===== config.mk =====
export PLATFORM = sky130hd
export DESIGN_NAME = ifu
export DESIGN_NICKNAME = d
export VERILOG_FILES = /design/src/rtl/mips_pkg.sv /design/src/rtl/ifu_pc_reg.sv /design/src/rtl/ifu.sv
export SDC_FILE = /design/constraint.sdc
export NUM_CORES = 1
export LEC_CHECK = 0
export CORE_MARGIN = 2
export CORE_UTILIZATION = 52
export DETAILED_ROUTE_END_ITERATION = 8
export PLACE_DENSITY = 0.88
export SYNTH_ARGS = -nofsm -noshare
export SYNTH_HDL_FRONTEND = slang
export SYNTH_SLANG_ARGS = --single-unit
export TNS_END_PERCENT = 10

===== constraint.sdc =====
create_clock -name clk -period 3 [get_ports clk]
set_input_delay 0.6 -clock clk [delete_from_list [all_inputs] [get_ports clk]]
set_output_delay 0.6 -clock clk [all_outputs]
set_load 0.02 [all_outputs]

===== src/rtl/mips_pkg.sv =====
// mips_pkg: definitions shared by the MIPS core front end.
//   PC_RESET    - architectural PC value after reset
//   EXC_VECTOR  - redirect target used for a misaligned fetch target
//   ifu_state_t - fetch unit control states
//   pc_sel_t    - next-PC source select used by the next-PC unit
//   word_inc    - 32-bit modulo word increment (pc + 4)
package mips_pkg;

  localparam logic [31:0] PC_RESET   = 32'h0000_3000;
  localparam logic [31:0] EXC_VECTOR = 32'h0000_4180;

  typedef enum logic [1:0] {
    FETCH = 2'd0,  // request outstanding at pc
    HOLD  = 2'd1,  // instruction presented to decode, no request
    DROP  = 2'd2   // request at old pc is stale, waiting for its ack
  } ifu_state_t;

  typedef enum logic [1:0] {
    PC_SEL_PLUS4  = 2'd0,
    PC_SEL_BRANCH = 2'd1,
    PC_SEL_JUMP   = 2'd2,
    PC_SEL_JR     = 2'd3
  } pc_sel_t;

  function automatic logic [31:0] word_inc(input logic [31:0] a);
    return a + 32'd4;
  endfunction

endpackage


===== src/rtl/ifu_pc_reg.sv =====
// pc_reg: architectural PC register.
//   clk   - clock, rising edge
//   reset - synchronous active-high, loads PC_RESET
//   load  - load enable for d
//   d     - next PC value
//   q     - current PC
module pc_reg
  import mips_pkg::*;
(
  input  logic        clk,
  input  logic        reset,
  input  logic        load,
  input  logic [31:0] d,
  output logic [31:0] q
);

  logic [31:0] q_reg;

  always_ff @(posedge clk) begin
    if (reset) begin
      q_reg <= PC_RESET;
    end else if (load) begin
      q_reg <= d;
    end
  end

  assign q = q_reg;

endmodule


===== src/rtl/ifu.sv =====
// ifu: instruction fetch unit. Owns the PC, fetches words from instruction
// memory over req/ack and presents them to decode over valid/ready. A
// redirect from the next-PC unit replaces the PC; a fetch already in flight
// when a redirect arrives is allowed to complete and its data is discarded.
//
// Ports:
//   clk, reset                    - clock, synchronous active-high reset
//   redir_valid, redir_pc         - redirect request and target
//   imem_req, imem_addr           - fetch request (combinational from state)
//   imem_ack, imem_rdata          - fetch response
//   instr_valid, instr_ready      - decode handshake
//   instr, instr_pc, pc_plus4     - presented instruction, its address, +4
//   exc_adel                      - misaligned redirect pulse
//
// Build option: define IFU_ALIGN_CHECK_EN to replace misaligned redirect
// targets with EXC_VECTOR and pulse exc_adel; otherwise the low two target
// bits are forced to zero and exc_adel is constant 0.
module ifu
  import mips_pkg::*;
(
  input  logic        clk,
  input  logic        reset,
  input  logic        redir_valid,
  input  logic [31:0] redir_pc,
  output logic        imem_req,
  output logic [31:0] imem_addr,
  input  logic        imem_ack,
  input  logic [31:0] imem_rdata,
  output logic        instr_valid,
  input  logic        instr_ready,
  output logic [31:0] instr,
  output logic [31:0] instr_pc,
  output logic [31:0] pc_plus4,
  output logic        exc_adel
);

  ifu_state_t  state_reg, state_next;
  logic [31:0] pc;
  logic [31:0] pc_next;
  logic        pc_load;
  logic [31:0] tgt_reg;
  logic [31:0] redir_eff;
  logic        redir_mis;

  logic        instr_valid_reg;
  logic [31:0] instr_reg;
  logic [31:0] instr_pc_reg;
  logic [31:0] pc_plus4_reg;

`ifdef IFU_ALIGN_CHECK_EN
  logic        exc_adel_reg;

  assign redir_mis = redir_valid && (redir_pc[1:0] != 2'b00);
  assign redir_eff = (redir_pc[1:0] != 2'b00) ? EXC_VECTOR : redir_pc;

  always_ff @(posedge clk) begin
    if (reset) begin
      exc_adel_reg <= 1'b0;
    end else begin
      exc_adel_reg <= redir_mis;
    end
  end

  assign exc_adel = exc_adel_reg;
`else
  logic unused_low_bits;

  assign redir_mis       = 1'b0;
  assign redir_eff       = {redir_pc[31:2], 2'b00};
  assign unused_low_bits = ^{redir_pc[1:0], redir_mis};
  assign exc_adel        = 1'b0;
`endif

  pc_reg u_pc_reg (
    .clk   (clk),
    .reset (reset),
    .load  (pc_load),
    .d     (pc_next),
    .q     (pc)
  );

  // State register
  always_ff @(posedge clk) begin
    if (reset) begin
      state_reg <= FETCH;
    end else begin
      state_reg <= state_next;
    end
  end

  // Next-state logic
  always_comb begin
    state_next = state_reg;
    case (state_reg)
      FETCH: begin
        if (imem_ack && !redir_valid) begin
          state_next = HOLD;
        end else if (!imem_ack && redir_valid) begin
          state_next = DROP;
        end
      end
      HOLD: begin
        if (redir_valid || instr_ready) begin
          state_next = FETCH;
        end
      end
      DROP: begin
        if (imem_ack) begin
          state_next = FETCH;
        end
      end
      default: state_next = FETCH;
    endcase
  end

  // Output logic: request whenever not presenting an instruction. The
  // address is the PC itself, which never moves while a request is open.
  always_comb begin
    imem_req  = (state_reg != HOLD);
    imem_addr = pc;
  end

  // PC update. A redirect always beats the sequential increment; in DROP
  // the PC only moves once the stale fetch has been acknowledged.
  always_comb begin
    pc_load = 1'b0;
    pc_next = pc;
    case (state_reg)
      FETCH: begin
        if (imem_ack) begin
          pc_load = 1'b1;
          pc_next = redir_valid ? redir_eff : word_inc(pc);
        end
      end
      DROP: begin
        if (imem_ack) begin
          pc_load = 1'b1;
          pc_next = redir_valid ? redir_eff : tgt_reg;
        end
      end
      HOLD: begin
        if (redir_valid) begin
          pc_load = 1'b1;
          pc_next = redir_eff;
        end
      end
      default: begin
        pc_load = 1'b0;
        pc_next = pc;
      end
    endcase
  end

  // Decode-side registers and the pending redirect target
  always_ff @(posedge clk) begin
    if (reset) begin
      tgt_reg         <= 32'd0;
      instr_valid_reg <= 1'b0;
      instr_reg       <= 32'd0;
      instr_pc_reg    <= PC_RESET;
      pc_plus4_reg    <= word_inc(PC_RESET);
    end else begin
      case (state_reg)
        FETCH: begin
          if (imem_ack && !redir_valid) begin
            instr_valid_reg <= 1'b1;
            instr_reg       <= imem_rdata;
            instr_pc_reg    <= pc;
            pc_plus4_reg    <= word_inc(pc);
          end else if (!imem_ack && redir_valid) begin
            tgt_reg <= redir_eff;
          end
        end
        DROP: begin
          // Latest redirect wins while the stale fetch is still open
          if (!imem_ack && redir_valid) begin
            tgt_reg <= redir_eff;
          end
        end
        HOLD: begin
          if (redir_valid || instr_ready) begin
            instr_valid_reg <= 1'b0;
          end
        end
        default: begin
          instr_valid_reg <= 1'b0;
        end
      endcase
    end
  end

  assign instr_valid = instr_valid_reg;
  assign instr       = instr_reg;
  assign instr_pc    = instr_pc_reg;
  assign pc_plus4    = pc_plus4_reg;

endmodule

# After elaboration in Yosys (flattened, before gate mapping)
# Cells that the tools add are included.
classes:
  add_sub_neg: 1
  multipliers: 0
  n_div: 0
  n_lt_le_gt_ge: 0
  eq_ne: 10
  shift: 0
  n_mux: 20
  bitwise: 1
  reduce_logical: 14
ops:
  columns: ["cell", "count"]
  rows:
  - ["$mux W32", 7]
  - ["$pmux W32 S3", 1]
  - ["$pmux W32 S2", 1]
  - ["$add A32 B3 Y32 const B", 1]
  - ["$ne A2 B2 Y1 const B", 6]
  - ["$mux W2", 4]
  - ["$pmux W2 S3", 1]
  - ["$reduce_and A3 Y1", 2]
  - ["$reduce_and A5 Y1", 1]
  - ["$mux W1", 4]
  - ["$reduce_and A2 Y1", 2]
  - ["$ne A3 B3 Y1 const B", 1]
  - ["$pmux W1 S3", 1]
  - ["$reduce_bool A3 Y1", 1]
  - ["$eq A2 B1 Y1 const B", 1]
  - ["$eq A2 B2 Y1 const B", 1]
  - ["$logic_and A1 B1 Y1", 2]
  - ["$logic_not A1 Y1", 2]
  - ["$logic_not A2 Y1", 1]
  - ["$ne A2 B1 Y1 const B", 1]
  - ["$pmux W1 S2", 1]
  - ["$reduce_bool A2 Y1", 1]
  - ["$reduce_or A2 Y1", 1]
  - ["$logic_or A1 B1 Y1", 1]
  - ["$not A1 Y1", 1]
totals:
  register_bits: 163
  latchBits: 0
  ramBits: 0
  rom_bits: 0
  inputBits: 69
  out_inout_bits: 131
  elab_cells: 53
  n_memories: 0

# Depth between registers and ports, before layout
# Gate-level depths: netlist of the first run.
depth:
  word_depth: 5
  depth_mapped: 10
  mapped_depth_nobuf: 7

# Hierarchy
# From an unflattened synthesis of the first run, not the netlist that was laid out.
unflattened:
  cells_unflattened: 961
  hier_area_um2: 7462.2
by_module_without_submodules:
  columns: ["mod", "instances", "cells_each", "area_each_um2", "seq_area_each_um2"]
  rows:
  - ["ifu", 1, 858, 6294.8, 2542.4]
  - ["pc_reg", 1, 103, 1167.4, 640.6]

# Least setup slack after synthesis of the first run
# OpenSTA, ideal clock, no wires.
synth_path:
  path_kind: "input to register"
  startpoint: "in redir_valid"
  endpoint: "reg pc_plus4_reg[20], in the netlist pc_plus4[20]"
  setup_ps: 132
  arrival_time_ps: 2111
  t_required_ps: 2868
  setup_slack_ps: 756
  stages: 8
  n_path_buf: 4
  path_cell_list: "buf_2 -> inv_2 -> ha_1 -> and2_1 -> clkbuf_1 -> clkbuf_1 -> clkbuf_1 -> a21oi_1"
synth_via:
  elab_chain_len: 3
synth_lines:
  columns: ["item", "line", "rtl"]
  rows:
  - ["start: declaration", "ifu.sv:23", "input logic redir_valid,"]
  - ["$logic_not A1 Y1", "ifu.sv:165", "if (imem_ack && !redir_valid) begin"]
  - ["$logic_and A1 B1 Y1", "ifu.sv:165", null]
  - ["$reduce_and A2 Y1 (no line)", null, null]
  - ["end signal: assignment", "ifu.sv:161", "pc_plus4_reg <= word_inc(PC_RESET);"]
  - ["end signal: assignment", "ifu.sv:169", "pc_plus4_reg <= word_inc(pc);"]
  - ["end: declaration", "ifu.sv:48", "logic [31:0] pc_plus4_reg;"]
# No other way between the ends.
# A chain may end at the register's enable or synchronous reset.

# Final worst setup path of the first run
layout_path:
  startpoint: "reg state_reg[0]"
  endpoint: "reg u_pc_reg.q_reg[18], in the netlist u_pc_reg.q[18]"
layout_via:
  elab_chain_len: 4
  word_cells_on_any_way: 11
  cone_classes: "eq/ne: 5; mux: 2; reduce/logical: 4"
layout_lines:
  columns: ["item", "line", "rtl"]
  rows:
  - ["start: declaration", "ifu.sv:37", "ifu_state_t state_reg, state_next;"]
  - ["start signal: assignment", "ifu.sv:87", "state_reg <= state_next;"]
  - ["$eq A2 B2 Y1 or $logic_not A2 Y1 (tied branches)", "ifu.sv:128", "case (state_reg)"]
  - ["$reduce_or A2 Y1 (no line)", null, null]
  - ["$pmux W1 S2", "ifu.sv:128", null]
  - ["$reduce_and A5 Y1 (no line)", null, null]
  - ["end signal: assignment", "ifu_pc_reg.sv:21", "q_reg <= PC_RESET;"]
  - ["end signal: assignment", "ifu_pc_reg.sv:23", "q_reg <= d;"]
  - ["end: declaration", "ifu_pc_reg.sv:17", "logic [31:0] q_reg;"]
# Several ways; a longest one is shown, not always the timed one.

==> results of run 1 <==
-- worst max path at each step --
| stage | slack, ns | end | cells after the start |
|---|---|---|---|
| after floorplan | 0.76 | pc_plus4[20] | 8 |
| after global placement | 0.23 | u_pc_reg.q[23] | 6 |
| after detailed placement | 0.21 | u_pc_reg.q[22] | 7 |
| after CTS | 0.18 | u_pc_reg.q[22] | 7 |
| after global routing | 0.22 | u_pc_reg.q[19] | 8 |
| final | 0.42 | u_pc_reg.q[18] | 8 |
-- synthesized netlist by cell type (10+ instances only) --
library cell  number  share of area (%)
a211oi_1          16                1.7
a21oi_1          145                 10
buf_4             11                1.2
clkbuf_1          57                3.0
dfxtp_1          155                 43
inv_1             14               0.73
nand2_1          231                 12
nand3_1           12               0.84
nand4_1           11               0.96
nor2_1            39                2.0
nor3_1            10               0.70
o21ai_0           37                2.6
xnor2_1           18                2.2
-- logic make-up after synthesis --
family                   share of synthesized area [%]
flip-flops                                        43.4
other                                           0.0524
multiplexers                                     0.997
AND/OR/NAND/NOR                                   21.5
AO/OA/AOI/OAI                                     22.7
adder cells (fa/ha/maj)                           1.22
XOR/XNOR                                          3.31
buffers and inverters                             6.84
-- metrics by stage --
stage	setup slack, ns	total power, mW
6_report	0.417	6.16
5_1_grt	0.222	6.40
4_1_cts	0.177	6.16
3_5_place_dp	0.214	4.01
3_3_place_gp	0.229	3.98
2_1_floorplan	0.756	3.38
-- per-layer routing --
layer  wire [um]  GRT usage [%]  vias to the layer above
li1            -              -                     3419
met1        9050           38.1                     3360
met2       10100           46.2                      345
met3        1610           6.11                       50
met4         616           12.9                        0
met5           0              0                        -
-- power by group through the flow --
stage                     Combinational (mW)  Sequential (mW)  Clock [mW]
final                                   1.55             2.46        2.15
after CTS                               1.54             2.45        2.17
after detailed placement                1.52             2.49           0
after global routing                    1.67             2.48        2.25
after global placement                  1.49             2.48           0
after floorplan                        0.788             2.59           0
-- worst reg2reg max path: cells and delay by family (launching register included) --
kind | cells | cell delay (ns)
buf+inv | 2 | 0.39
mux | 1 | 0.26
flops | 1 | 0.39
compound gates | 2 | 0.29
simple gates | 2 | 0.74
fa+ha+maj | 1 | 0.44
-- area by class of cell --
cell class,count,area (um^2),share of cell area [%]
clock buffer,23,468,4.82
clock inverter,8,118,1.21
inverter,15,56.3,0.580
multi-input combinational,659,3600,37.1
sequential,155,3100,32.0
tap,176,220,2.27
timing repair buffer,212,2140,22.1
-- timing repair --
action,4_1_cts,5_1_grt
hold buffers,0,0
buffers inserted,0,0
resized for setup,0,1
setup endpoints to repair,0,8
==> run metrics, run 1 <==
outcome=complete, no violations; Worst Setup End Kind=flip-flop; Area after DPL=0.00911 mm^2; synthesized area=0.00715 mm^2; critical path's top delay family=simple AND/OR/NAND/NOR gates; clock share of power=34.9%; number of flip-flops in the largest register=32; Mapped Avg Cell Area=7.91 um^2; Layout Cells excl Fill=1248; Post-synth EDFFs=0; Crit path buffers/inverters=2; Core ar.=0.0133 mm^2; most frequent cells in the layout=nand2_1 (230), clkdlybuf4s50_1 (189), dfxtp_1 (155), a21oi_1 (145), nor2_1 (38); register area share after synthesis=43.4%; Netlist cell types=61; Final setup violation count=0; pin count of the biggest net entering global routing=129; Worst-Margin Slew=0.700 ns; Setup TNS Final=0 ns; # placed instances=1217; Initial Util=53.6%; Async SR Flop Fraction=0%; via count=7174; maxcap violations=0; fin crit period=2.58 ns; most common cell after layout, fill and taps aside=nand2_1; Overall Global Routing Usage=29.1%; CTS buffer count=17; CTS Buffer Depth=2; RR Endpoint=u_pc_reg.q[18]; r2r startpoint=state_reg[0]; hold path cells=2; wirelength, routed=21400 um; first-pass GRT wire length=33700 um; io pins=200; Synth Flop Type=dfxtp_1; Net Switching=1.91 mW; Flop pwr share=39.9%; minimum hold slack=0.451 ns; FP Rows=42; die extent in x=121 um; initial antenna violation count=0; Net Sw Frac=31.0%; Power Density=635 mW/mm^2; Sink Count=155; RSZ-0062 raised after global routing=no; RePlAce Congestion=0.924; Slew HR=52.9%; Final Hold Viols=0; CP max stage cell=and2_1; clock latency on the worst-skew pair=0.42 ns; Logic pwr share=25.2%; DR vias/cell=5.75; Req. time, crit path=3.35 ns; CP Launch Type=flip-flop; path depth of the worst reg2reg path=8; FMAX=0.387 GHz; Critical Path, Cell by Cell=inv_1 -> ha_1 -> nor2_1 -> mux2i_1 -> and2_1 -> buf_4 -> o21ai_0 -> a21oi_1; Min-Delay Endpoint=instr[27]; antenna cells=0; initial DRC count=728; worst reg2reg setup slack=0.42 ns; CP startpoint=state_reg[0]; min-delay worst type=reg -> reg; worst-path maximum fanout=18; via count of the first global-routing pass=6610; Clock Skews=0.00700 ns; internal power=4.25 mW; NumNets Final=1136; WS Path Type=reg -> reg; Pleak=3.44 nW; worst hold start=instr[27]; Final Util=72.7%; clk root buf=clkbuf_16; grt ovf=0; CTS HTree Levels=4; Filler cells=1048; DRT Pass-1 Iters=8; CTS tree=done; Worst-path clk slew=0.06 ns; CP max stage delay=0.47 ns; final instance area=0.00970 mm^2; I/O Buffers=190; Remaining DRCs=0; Crit path arrival time=2.93 ns; Chip Height=121 um; Synth Instances=905; share of layout cells above drive strength 1=7.28%; synth-to-layout area growth=35.6%; Max rail drop VDD=0.000406 V; hpwl dp=14500 um; DRT antenna net count=0; flop and latch count out of synthesis=155; Die ar.=0.0147 mm^2; crit share post-route=86.1%; fin. max-slew vios=0; Routed WL per cell=17.2 um; warning count from the yosys run=0
Note: power is estimated with default switching activity, not from simulation.
==> run 2: changes to the inputs <==
CORE_MARGIN = not set   (was 2)
SETUP_SLACK_MARGIN = 0.1   (was not set)
==> run metrics, run 2 (synthesized netlist as in run 1, its figures left out) <==
outcome=complete, no violations; io pins=200 (unchanged); minimum hold slack=0.453 ns (+0.00209 ns); hpwl dp=14100 um (-2.5%); CTS Buffer Depth=2 (unchanged); share of layout cells above drive strength 1=7.38% (+0.10 points); via count=7201 (+0.38%); Area after DPL=0.00907 mm^2 (-0.41%); worst slack at placement=0.0302 ns (-0.184 ns); grt ovf=0 (unchanged); final instance area=0.00966 mm^2 (-0.46%); CP Launch Type=input pin; Clock Skews=0.00644 ns (-0.000554 ns); worst-path maximum fanout=30 (+12); Layout Cells excl Fill=1247 (-0.080%); Final Util=72.3% (-0.34 points); Max rail drop VDD=0.000411 V (+1.3%); PostCTS Resize Cnt=0 (unchanged); CTS buffer count=17 (unchanged); most common cell after layout, fill and taps aside=nand2_1; Worst-path clk slew=0.06 ns (about the same); WS Path Type=in -> reg; Pleak=3.42 nW (-0.54%); number of flip-flops in the largest register=32 (unchanged); crit share post-route=92.6% (+6.5 points); min-delay worst type=reg -> reg; area of the multi-input gates=0.00360 mm^2 (unchanged); Reg area=0.00310 mm^2 (unchanged); Remaining DRCs=0 (unchanged); Final Total Pwr=6.14 mW (-0.37%); Worst-Margin Slew=1.25 ns (+0.549 ns); DR vias/cell=5.77 (+0.46%); CTS tree=done; FMAX=0.360 GHz (-7.0%); Initial Util=53.6% (unchanged); post-CTS setup buffers=0 (unchanged); Overall Global Routing Usage=30.2% (+1.1 points); CTS HTree Levels=4 (unchanged); initial antenna violation count=0 (unchanged); FP Rows=42 (unchanged); NumNets Final=1136 (unchanged); fin. max-slew vios=0 (unchanged); I/O Buffers=190 (unchanged); Req. time, crit path=3.34 ns (about the same); most frequent cells in the layout=nand2_1 (230), clkdlybuf4s50_1 (189), dfxtp_1 (155), a21oi_1 (145), nor2_1 (38); RePlAce Congestion=0.889 (-3.7%); DRT Pass-1 Iters=7 (-1); Final Hold Viols=0 (unchanged); Power Density=636 mW/mm^2 (about the same); maxcap violations=0 (unchanged); # placed instances=1217 (unchanged); Sink Count=155 (unchanged); wirelength, routed=21300 um (-0.70%); Setup TNS Final=0 ns (unchanged); first-pass GRT wire length=34200 um (+1.3%); fin worst setup slack=0.223 ns (-0.194 ns); Worst Setup End Kind=flip-flop; synth-to-layout area growth=35.0%; clk root buf=clkbuf_16; Filler cells=1027 (-2.0%); pin count of the biggest net entering global routing=129 (unchanged); Die ar.=0.0142 mm^2 (-3.3%); Core ar.=0.0133 mm^2 (unchanged); Crit path arrival time=3.12 ns (+0.19 ns); fin crit period=2.78 ns (+0.194 ns); antenna cells=0 (unchanged); Post-CTS Hold Fix Bufs=0 (unchanged); DRT antenna net count=0 (unchanged); Routed WL per cell=17.1 um (-0.62%); initial DRC count=761 (+4.5%); via count of the first global-routing pass=6724 (+1.7%); Slew HR=16.7% (-36 points); RSZ-0062 raised after global routing=yes; die extent in x=119 um (-1.6%); clock latency on the worst-skew pair=0.43 ns (about the same); Final setup violation count=0 (unchanged); Chip Height=119 um (-1.6%)
==> run 2: cell types whose count changed in the layout (fill, tap and decap cells not counted), sizes merged <==
cell,change
clkinv,-1
bufinv,-1
clkinvlp,+1
==> run 2: final cells by class <==
type / instances / share of cell area, %
Clock buffer: 23 / 5.05
Clock inverter: 7 / 0.933
Inverter: 15 / 0.583
Multi-Input combinational cell: 659 / 37.2
Sequential cell: 155 / 32.1
Tap cell: 176 / 2.28
Timing Repair Buffer: 212 / 21.8
==> run 2: path summary, 6_finish.rpt <==
kind | start | endpoint | slack, ns | cells after the start
worst min register to register | instr_pc[21] | instr_pc[21] | 0.45 | 2
worst min-delay path | instr_pc[21] | instr_pc[21] | 0.45 | 2
worst max-delay path | redir_valid | tgt_reg[9] | 0.22 | 7
worst max register to register | state_reg[0] | tgt_reg[9] | 0.26 | 7
==> run 2: worst max-delay path, cell delays in order <==
cell and delay (ns):
clkdlybuf4s50_1 0.44, inv_2 0.18, ha_1 0.26, nor2b_1 0.11, o21ai_2 0.97, nand2_1 0.29
a21oi_1 0.26
==> run 2: power breakdown <==
part	internal, mW	total, mW	switching (mW)
Combinational	0.666	1.57	0.900
Sequential	2.24	2.45	0.210
Clock	1.30	2.13	0.827
==> run 2: layer usage <==
metal  track usage [%]  part of all wire [%]
met1              39.6                    41
met2              47.0                    46
met3              7.85                   9.5
met4              12.5                   2.8
met5                 0                     0
==> run 3: changes to the inputs <==
CORE_UTILIZATION = 53   (was 52)
SYNTH_HIERARCHICAL = 1   (was not set)
==> run metrics, run 3 <==
maxcap violations=0 (unchanged); Mapped Avg Cell Area=7.76 um^2 (-1.8%); min-delay worst type=in -> reg; Async SR Flop Fraction=0% (unchanged); fin worst setup slack=0.257 ns (+0.0337 ns); Filler cells=967 (-5.8%); Crit path arrival time=3.11 ns (about the same); minimum hold slack=0.389 ns (-0.0642 ns); most common cell in the netlist=nand2_1; Power Density=511 mW/mm^2 (-20%); synth-to-layout area growth=35.7%; share of layout cells above drive strength 1=7.17% (-0.20 points); via count of the first global-routing pass=6865 (+2.1%); Clock Skews=0.00585 ns (-0.000596 ns); wirelength, routed=23400 um (+10%); CTS HTree Levels=4 (unchanged); NumNets Final=1204 (+6.0%); I/O Buffers=196 (+3.2%); Synth Flop Type=dfxtp_1; Worst-path clk slew=0.06 ns (about the same); RSZ-0062 raised after global routing=no; via count=7802 (+8.3%); Initial Util=55.3% (+1.7 points); RePlAce Congestion=0.916 (+3.0%); synthesized area=0.00746 mm^2 (+4.3%); Final setup violation count=0 (unchanged); Commonest cells post-synth=nand2_1 (232), dfxtp_1 (159), a21oi_1 (127); DRT Pass-1 Iters=7 (unchanged); worst slack at placement=-0.0378 ns (-0.0680 ns); grt ovf=0 (unchanged); hpwl dp=16000 um (+13%); Netlist cell types=60 (-1.6%); Post-synth EDFFs=0 (unchanged); clock latency on the worst-skew pair=0.43 ns (about the same); WS Path Type=in -> reg; CP Launch Type=input pin; antenna cells=0 (unchanged); first-pass GRT wire length=35900 um (+5.1%); clk root buf=clkbuf_16; Sink Count=159 (+2.6%); Remaining DRCs=0 (unchanged); Final Total Pwr=5.17 mW (-16%); Routed WL per cell=17.8 um (+4.2%); worst hold start=reset; r2r startpoint=state_reg[0]; CP startpoint=redir_valid; Slew HR=25.7% (+9.0 points); CTS buffer count=17 (unchanged); Worst-Margin Slew=1.08 ns (-0.166 ns); DR vias/cell=5.92 (+2.4%); initial DRC count=910 (+20%); Max rail drop VDD=0.000383 V (-6.9%); crit share post-route=91.4% (-1.1 points); area of the multi-input gates=0.00382 mm^2 (+6.3%); Core ar.=0.0135 mm^2 (+1.2%); FP Rows=42 (unchanged); syn_nets=1033; CTS tree=done; CTS Buffer Depth=2 (unchanged); PostCTS Resize Cnt=0 (unchanged); outcome=complete, no violations; warning count from the yosys run=6 (+6); Final Hold Viols=0 (unchanged); fin. max-slew vios=0 (unchanged); Synth Instances=961 (+6.2%); DRT antenna net count=0 (unchanged); most common cell after layout, fill and taps aside=nand2_1; register area share after synthesis=42.7% (-0.72 points); Overall Global Routing Usage=32.0% (+1.8 points); initial antenna violation count=0 (unchanged); Req. time, crit path=3.37 ns (+0.03 ns); Final Util=75.0% (+2.6 points); post-CTS setup buffers=0 (unchanged); Chip Height=121 um (+1.1%); worst-path maximum fanout=10 (-67%); post-synth top area cell=dfxtp_1; Pleak=3.76 nW (+9.8%); fin crit period=2.74 ns (-0.0337 ns); pin count of the biggest net entering global routing=77 (-40%); Reg area=0.00318 mm^2 (+2.6%); Worst Setup End Kind=flip-flop; flop and latch count out of synthesis=159 (+2.6%); Synth top area share=42.7% (-0.72 points); die extent in x=121 um (+1.1%); Post-CTS Hold Fix Bufs=0 (unchanged); Die ar.=0.0146 mm^2 (+2.3%); FMAX=0.365 GHz (+1.2%); largest cells by area after synthesis=dfxtp_1 (43%), nand2_1 (12%), a21oi_1 (8.5%), mux2i_1 (4.3%), nor2_1 (3.7%); io pins=200 (unchanged); most frequent cells in the layout=nand2_1 (231), clkdlybuf4s50_1 (195), dfxtp_1 (159), a21oi_1 (127), nor2_1 (74)
==> run 3: cell types whose count changed after synthesis, moves of 5 or more <==
cell / change
buf_4: -7
buf_2: +10
nand4_1: -7
a222oi_1: +11
a211oi_1: -7
nor2b_1: +5
a21oi_1: -18
o21ai_0: +6
o221a_2: -7
nor2_1: +35
mux2i_1: +26
nor3_1: +5
xnor2_1: -7
xor2_1: +5
==> run 3: per-stage QoR <==
step / area, um^2 / setup TNS, ns / instances
2_1_floorplan: 7460 / 0 / 961
3_3_place_gp: 9590 / 0 / 1289
3_5_place_dp: 9590 / -0.0611 / 1289
4_1_cts: 10100 / 0 / 1319
5_1_grt: 10100 / 0 / 1319
6_report: 10100 / 0 / 1319
==> run 3: layout make-up <==
class | instances | area share, %
repair buffers | 237 | 22.9
clock buffers | 19 | 4.28
well taps | 176 | 2.18
inverters | 14 | 0.519
multi-input cells | 703 | 37.7
clock inverters | 11 | 0.952
flip-flops and latches | 159 | 31.4
==> run 3: cells by family (layout without fill, tap and decap cells) <==
kind of cell | Yosys count | count (layout) | synth area share, %
simple gates | 384 | 384 | 22.4
xor+xnor | 25 | 25 | 2.93
compound gates | 258 | 258 | 21.0
buf+inv | 99 | 281 | 6.20
flops | 159 | 159 | 42.7
mux | 32 | 32 | 4.29
fa+ha+maj | 3 | 3 | 0.503
other cells | 1 | 1 | 0.0503
==> run 3: where the power goes <==
part / internal [mW] / switching (mW) / total, mW / leakage, nW
Combinational: 0.400 / 0.503 / 0.903 / 2.22
Clock: 1.12 / 0.858 / 1.98 / 0.246
Sequential: 2.21 / 0.0847 / 2.29 / 1.29
==> run 3: worst paths after layout <==
| check | to | slack, ns | cells after the start |
|---|---|---|---|
| hold / removal | instr_pc[20] | 0.39 | 2 |
| hold reg to reg | tgt_reg[4] | 0.45 | 2 |
| setup reg to reg | u_pc_reg/q[21] | 0.45 | 7 |
| setup / recovery | u_pc_reg/q[21] | 0.26 | 8 |
==> run 3: critical path, cell delays in order <==
cell             delay [ns]
clkdlybuf4s50_1        0.57
mux2i_1                0.92
a222oi_1               0.30
buf_4                  0.21
a21oi_1                0.12
a2bb2oi_1              0.18
mux2i_1                0.09
nor2_1                 0.11
==> run 3: layer usage <==
metal	up-vias	GRT usage [%]	routed length (um)
met5	-	0	0
met4	0	15.1	761
met3	70	7.88	2630
met2	502	49.4	10900
met1	3580	41.9	9180
li1	3650	-	-
